**src/rtl/clk_gen_pkg.sv**
```systemverilog
// clk_gen_pkg: shared state type and default widths for the ring-oscillator measurement blocks
// Contents: clk_gen_fm_state_e (meter FSM states), CLK_GEN_CNT_W / CLK_GEN_WIN_W default widths
package clk_gen_pkg;
    localparam int CLK_GEN_CNT_W = 16;
    localparam int CLK_GEN_WIN_W = 16;
    typedef enum logic [1:0] {IDLE, MEASURE, DONE} clk_gen_fm_state_e;
endpackage

```
**src/rtl/clk_gen_sync_edge.sv**
```systemverilog
// clk_gen_sync_edge: 2-flop synchroniser plus previous flop, single-cycle rising-edge pulse
// Ports: clk_i system clock, reset_i sync active-high reset, d_i asynchronous input,
//        rise_o one-cycle pulse when the synchronised input goes 0->1
module clk_gen_sync_edge (
    input  logic clk_i,
    input  logic reset_i,
    input  logic d_i,
    output logic rise_o
);
    logic r_s1;
    logic r_s2;
    logic r_prev;
    always_ff @(posedge clk_i) begin
        if (reset_i) begin
            r_s1   <= 1'b0;
            r_s2   <= 1'b0;
            r_prev <= 1'b0;
        end else begin
            r_s1   <= d_i;
            r_s2   <= r_s1;
            r_prev <= r_s2;
        end
    end
    assign rise_o = r_s2 & ~r_prev;
endmodule

```
**src/rtl/clk_gen_freq_meter.sv**
```systemverilog
// clk_gen_freq_meter: counts ring-oscillator rising edges over a window of clk_i cycles
// Ports: clk_i/reset_i clock and sync active-high reset; osc_i async oscillator output;
//        window_i/start_i measurement request; busy_o, v_o, count_o, sat_o result; yumi_i result accept
module clk_gen_freq_meter
    import clk_gen_pkg::*;
#(
    parameter int CNT_W = CLK_GEN_CNT_W,
    parameter int WIN_W = CLK_GEN_WIN_W
) (
    input  logic             clk_i,
    input  logic             reset_i,
    input  logic             osc_i,
    input  logic [WIN_W-1:0] window_i,
    input  logic             start_i,
    output logic             busy_o,
    output logic             v_o,
    output logic [CNT_W-1:0] count_o,
    output logic             sat_o,
    input  logic             yumi_i
);
    clk_gen_fm_state_e r_state;
    clk_gen_fm_state_e w_next;
    logic [WIN_W-1:0]  r_win;
    logic [CNT_W-1:0]  r_cnt;
    logic              r_sat;
    logic              w_rise;
    clk_gen_sync_edge u_sync (
        .clk_i  (clk_i),
        .reset_i(reset_i),
        .d_i    (osc_i),
        .rise_o (w_rise)
    );
    always_comb begin
        w_next = r_state;
        if (r_state == IDLE && start_i)
            w_next = (window_i == '0) ? DONE : MEASURE;
        else if (r_state == MEASURE && r_win == WIN_W'(1))
            w_next = DONE;
        else if (r_state == DONE && yumi_i)
            w_next = IDLE;
    end
    // sat marks an edge lost to saturation; a count that lands exactly on all-ones is still exact
    always_ff @(posedge clk_i) begin
        if (reset_i) begin
            r_state <= IDLE;
            r_win   <= '0;
            r_cnt   <= '0;
            r_sat   <= 1'b0;
        end else begin
            r_state <= w_next;
            if (r_state == IDLE && start_i) begin
                r_win <= window_i;
                r_cnt <= '0;
                r_sat <= 1'b0;
            end else if (r_state == MEASURE) begin
                r_win <= r_win - WIN_W'(1);
                if (w_rise) begin
                    if (&r_cnt) r_sat <= 1'b1;
                    else r_cnt <= r_cnt + CNT_W'(1);
                end
            end
        end
    end
    assign busy_o  = (r_state != IDLE);
    assign v_o     = (r_state == DONE);
    assign count_o = r_cnt;
    assign sat_o   = r_sat;
endmodule
```
**config.mk**
```make
export PLATFORM = sky130hd
export DESIGN_NAME = clk_gen_freq_meter
export DESIGN_NICKNAME = d
export VERILOG_FILES = /design/src/rtl/clk_gen_pkg.sv /design/src/rtl/clk_gen_sync_edge.sv /design/src/rtl/clk_gen_freq_meter.sv
export SDC_FILE = /design/constraint.sdc
export NUM_CORES = 1
export LEC_CHECK = 0
export CELL_PAD_IN_SITES_DETAIL_PLACEMENT = 0
export CELL_PAD_IN_SITES_GLOBAL_PLACEMENT = 2
export CORE_MARGIN = 3
export CORE_UTILIZATION = 32
export CTS_CLUSTER_SIZE = 16
export DETAILED_ROUTE_END_ITERATION = 6
export GPL_TIMING_DRIVEN = 0
export MAX_ROUTING_LAYER = met4
export PLACE_DENSITY = 0.82
export SETUP_SLACK_MARGIN = 0.3
export SLEW_MARGIN = 10
export SYNTH_ARGS = -nofsm -noshare
export SYNTH_HDL_FRONTEND = slang
export SYNTH_HIERARCHICAL = 1
export SYNTH_SLANG_ARGS = --single-unit
```
**constraint.sdc**
```tcl
create_clock -name clk_i -period 4.9 [get_ports clk_i]
set_input_delay 0.98 -clock clk_i [delete_from_list [all_inputs] [get_ports clk_i]]
set_output_delay 0.98 -clock clk_i [all_outputs]
set_load 0.01 [all_outputs]
```
==> out/metrics.cfg, run 1 <==
[status]
outcome=finished clean

[yosys]
synth_common_cells=38 x dfxtp_1, 34 x nor2_1, 19 x a21oi_1
synthMuxAreaShare_pct=0
synth_compound_area_share_pct=16.55
synth-seq-cells=38
async_flop_share_pct=0
syn_area_mm2=0.002018
synth_nets=273
avgSynthCellArea_um2=8.105
synth-simple-area-share_pct=34.10
syn_inst=249
synth_edf_count=0
synthTopCellsByArea=dfxtp_1 38%, nor2_1 6.3%, a21oi_1 4.7%, xor2_1 4.3%, nor4_1 3.1%
yosysWarningCount=6
synthXorXnorAreaFrac_pct=6.076
synthFlopType=dfxtp_1
synth.largest_area_cell=dfxtp_1
synth_top_family_by_area=simple AND/OR/NAND/NOR gates
synth.top_cell.area_share_pct=37.69
synthAdderAreaFrac_pct=1.860
seq_area_frac_synth_pct=37.69
ys_types=49
synth.most_common_cell=dfxtp_1

[power]
total_power_mw=0.7099
net-switching-power_mw=0.2079
p_int_mw=0.5020
power_frac_comb_pct=20.4
pwr-share-seq_pct=48.0
switching_share_pct=29.28
leakage_nw=0.8823
clkPwrFrac_pct=31.6
ir_drop_mv=0.1314
powerDensity_mw_per_mm2=273.7

[sta]
setup_violations=0
slew_viol_final=0
fin_crit_ns=2.669
hold_violations=0
slew_headroom_pct=59.37
fin_ws_ns=2.231
rsz0062_at_grt=false
fin_setup_tns_ns=0
worst_pin_slew_ns=0.6038
finalClockSkew_ns=0.008059
fmax_mhz=374.7
finalCritPeriodShare_pct=54.47
hold_ws_ns=0.4357

[clocking]
clk_pin_slew_ns=0.07
cts_tree=yes
htree_levels=2
cts_setup_buffers=0
clkLatencyLatePin_ns=0.29
clockBufferDepth=2
post_cts_resized=0
root_buffer=clkbuf_8
cts_sinks=38
cts_hold_buffers=0
cts_made_buffers=5

[worst_setup_path]
r2r_cells=7
endpoint_kind=output pin
criticalPathCategory=reg2out
cp.required_ns=3.92
crit_chain=clkbuf_1 > or2_2 > clkdlybuf4s50_1
max_stage_delay_ns=0.53
cpMaxStageDelayCell=clkdlybuf4s50_1
crit_path_max_fanout=10
cp-start-kind=flop
cp.arrival_ns=1.69

[place]
dp.cells=363
place_ws_ns=1.978
port_buffers=39
gp_congestion=0.8115
hpwl_mm=4.243
placedInstanceArea_mm2=0.002502

[min_path]
whs_path_depth=1
min-delay-path-class=reg2reg

[global_route]
overflow=0
grt_usage_pct=16.39
grt_pass1_wl_mm=9.039
grt_max_degree=12
antenna_found_initial=0
grt_pass1_vias=1788

[layout]
post_route_cells_drive_above_1_share_pct=8.446
final_area_mm2=0.002594
post-route-util_pct=43.04
fin_cells=371
nNetsFinal=319
fillers=640
syn_to_final_growth_pct=28.52
antenna_cells=0

[floorplan]
die_h_um=85.42
rows=28
initial_core_util_pct=33.49
core_area_mm2=0.006026
fp.dieW_um=85.42
dieArea_mm2=0.007296
design.portCount=40

[route]
wl_met2_mm=2.294
drt-wirelength-per-cell_um=14.94
dr.pass1.iters=4
drc=0
ant_nets=0
via_count=1932
via_per_inst=5.208
wl_mm=5.541
dr.first_iter.drc_count=119
wl_met1_mm=2.852
highest_layer=met4
dr_wl_met3_um=282

[job]
drv_cap=0

-- power by group through the flow --
| stage | clock [mW] | sequential (mW) | combinational, mW |
|---|---|---|---|
| 2_1_floorplan | 0 | 0.343 | 0.0981 |
| 3_3_place_gp | 0 | 0.347 | 0.145 |
| 3_5_place_dp | 0 | 0.347 | 0.144 |
| 4_1_cts | 0.236 | 0.340 | 0.145 |
| 5_1_grt | 0.250 | 0.343 | 0.161 |
| 6_report | 0.225 | 0.341 | 0.145 |
-- layout make-up --
| class | instances | area (um2) | area share, % |
|---|---|---|---|
| Inverter | 4 | 15.01 | 0.5789 |
| Tap cell | 75 | 93.84 | 3.618 |
| Buffer | 12 | 60.06 | 2.315 |
| Sequential cell | 38 | 760.7 | 29.33 |
| Timing Repair Buffer | 39 | 390.4 | 15.05 |
| Clock inverter | 1 | 5.005 | 0.1930 |
| Multi-Input combinational cell | 195 | 1182 | 45.59 |
| Clock buffer | 7 | 86.33 | 3.329 |
-- metal layers --
layer  vias up  GRT usage [%]
li1        998              -
met2        44          22.60
met3        10          3.204
met5         -              -
met1       880          23.08
met4         0          7.050
-- cell families (layout without fill, tap and decap cells) --
group           count (synthesis)  in the layout
fa+ha+maj                       3              3
flops                          38             38
simple gates                  126            126
xor+xnor                       14             14
buf+inv                        16             63
compound gates                 52             52
-- registers in the layout, summed over array words and instances, names as in the netlist --
signal and cells:
sat_o 1, count_o 16, r_state 2, u_sync/r_s2 1
u_sync/r_s1 1, r_win 16, u_sync/r_prev 1
-- layout by cell type, fill, tap and decap left out, types with 4 or more instances in the layout --
cell,instances
clkdlybuf4s50_1,39
dfxtp_1,38
nor2_1,34
a21oi_1,19
nand2_1,16
nand3_1,12
nor4_1,10
xor2_1,10
nor3_1,8
nor2b_1,7
buf_2,6
clkbuf_1,6
nand2b_1,6
o21ai_0,6
nand4_1,6
clkbuf_8,6
inv_1,4
or3_1,4
a22oi_1,4
a31oi_1,4
xnor2_1,4
-- critical path, delay by kind of cell, from the launching register on --
family | cells | cell delay [ns]
and+or+nand+nor | 1 | 0.21
DFF | 1 | 0.34
buffers and inverters | 2 | 0.86
-- path summary, 6_finish.rpt --
kind | startpoint | end | slack (ns)
hold reg to reg | u_sync/r_s1 | u_sync/r_s2 | 0.44
hold / removal | u_sync/r_s1 | u_sync/r_s2 | 0.44
setup / recovery | r_state[1] | busy_o | 2.23
setup reg to reg | r_win[0] | r_win[12] | 2.88
No activity file was read; power rests on OpenSTA's default activity.
==> run 2: changes to the inputs <==
--- a/config.mk
+++ b/config.mk
@@ -8,12 +8,12 @@
 export CELL_PAD_IN_SITES_DETAIL_PLACEMENT = 0
 export CELL_PAD_IN_SITES_GLOBAL_PLACEMENT = 2
 export CORE_MARGIN = 3
-export CORE_UTILIZATION = 32
+export CORE_UTILIZATION = 27
 export CTS_CLUSTER_SIZE = 16
 export DETAILED_ROUTE_END_ITERATION = 6
 export GPL_TIMING_DRIVEN = 0
 export MAX_ROUTING_LAYER = met4
-export PLACE_DENSITY = 0.82
+export PLACE_DENSITY = 0.74
 export SETUP_SLACK_MARGIN = 0.3
 export SLEW_MARGIN = 10
 export SYNTH_ARGS = -nofsm -noshare
==> constraint.sdc (replaced) <==
create_clock -name clk_i -period 2.25 [get_ports clk_i]
set_input_delay 0.45 -clock clk_i [delete_from_list [all_inputs] [get_ports clk_i]]
set_output_delay 0.45 -clock clk_i [all_outputs]
set_load 0.01 [all_outputs]
==> run 2 against run 1 <==
Combinational power is 120% higher. Utilization is 4.8 points lower. Flip-flop and latch count stayed put. Largest cell class unchanged. Highest routed layer unchanged.
==> out/metrics.cfg, run 2 (same netlist as run 1, synthesis figures left out) <==
[sta]
hold_violations=0
fmax_mhz=534.5
setup_violations=0
fin_setup_tns_ns=0
finalCritPeriodShare_pct=83.15
slew_viol_final=0
worst_pin_slew_ns=0.5613
fin_ws_ns=0.3792
fin_crit_ns=1.871
finalClockSkew_ns=0.008136
rsz0062_at_grt=true
slew_headroom_pct=62.50

[clocking]
clockBufferDepth=2
cts_setup_buffers=0
post_cts_resized=7
cts_sinks=38
clk_pin_slew_ns=0.08
root_buffer=clkbuf_8
cts_hold_buffers=0
cts_made_buffers=5
htree_levels=2
clkLatencyLatePin_ns=0.29
cts_tree=yes

[layout]
layout_commonest_cell=clkdlybuf4s50_1
antenna_cells=0
final_area_mm2=0.002685
final_cell_mix=37 x clkdlybuf4s50_1, 36 x dfxtp_1, 33 x nor2_1
fillers=754
nNetsFinal=319
post_route_cells_drive_above_1_share_pct=13.18
syn_to_final_growth_pct=33.04

[place]
gp_congestion=0.7878
place_ws_ns=-0.1362
port_buffers=39
placedInstanceArea_mm2=0.002529
hpwl_mm=4.319

[min_path]
min-delay-path-class=reg2reg

[worst_setup_path]
crit_path_max_fanout=10
crit_chain=buf_2 > or2_2 > dlygate4sd2_1
cp.arrival_ns=1.42
max_stage_delay_ns=0.34
cp.required_ns=1.80
criticalPathCategory=reg2out
cpMaxStageDelayCell=or2_2
endpoint_kind=output pin
r2r_setup_slack_ns=0.42
cp-start-kind=flop

[floorplan]
rows=30
die_h_um=92.46
dieArea_mm2=0.008548
fp.dieW_um=92.46
core_area_mm2=0.007019
initial_core_util_pct=28.75
design.portCount=40

[route]
drc=0
drt-wirelength-per-cell_um=14.88
wl_mm=5.831
dr.first_iter.drc_count=84
via_count=1963
via_per_inst=5.008
ant_nets=0
dr.pass1.iters=4

[global_route]
antenna_found_initial=0
overflow=0
grt_pass1_vias=1902
grt_usage_pct=14.33
grt_pass1_wl_mm=9.542
grt_max_degree=13

[power]
leakage_nw=0.9031
powerDensity_mw_per_mm2=585.4
total_power_mw=1.572
ir_drop_mv=0.2394

[status]
outcome=finished clean

[job]
drv_cap=0

[run 2: worst paths after layout]
check | from | to | depth (start not counted)
max | r_state[0] | busy_o | 3
min | u_sync/r_s1 | u_sync/r_s2 | 1
max reg2reg | count_o[0] | count_o[2] | 7
min reg2reg | u_sync/r_s1 | u_sync/r_s2 | 1
[run 2: metal layers]
metal	vias to the layer above	track usage (%)	part of all wire, %
met4	0	3.465	0.86
met3	4	4.062	4.5
met1	911	19.52	51
met2	47	20.97	44
li1	1001	-	-
met5	-	-	0
[run 2: metrics by stage]
step / util, % / hold WS (ns) / cells
floorplan: - / 0.4138 / 249
global placement: 36.03 / 0.4302 / 384
detailed placement: 36.03 / 0.4348 / 384
CTS: 37.52 / 0.4609 / 392
global route: 38.25 / 0.4796 / 392
finish: 38.25 / 0.4551 / 392
[run 2: cell type report]
class                   instances  area (um2)  area share (%)
multi-input cells             195        1231           45.85
flip-flops and latches         38       763.2           28.42
repair buffers                 39       387.9           14.45
well taps                      96       120.1           4.473
clock buffers                   6       82.58           3.075
plain buffers                  12       72.57           2.703
inverters                       4       15.01          0.5592
clock inverters                 2       12.51          0.4660
[run 2: report_power, final]
group,internal [mW],switching (mW),total (mW)
clock,0.247,0.258,0.504
combinational,0.146,0.180,0.326
sequential,0.706,0.0350,0.741
[run 2: critical path, delay by kind of cell, from the launching register on]
family                 cells  cell delay [ns]
DFF                        1             0.32
and+or+nand+nor            1             0.34
buffers and inverters      2             0.47
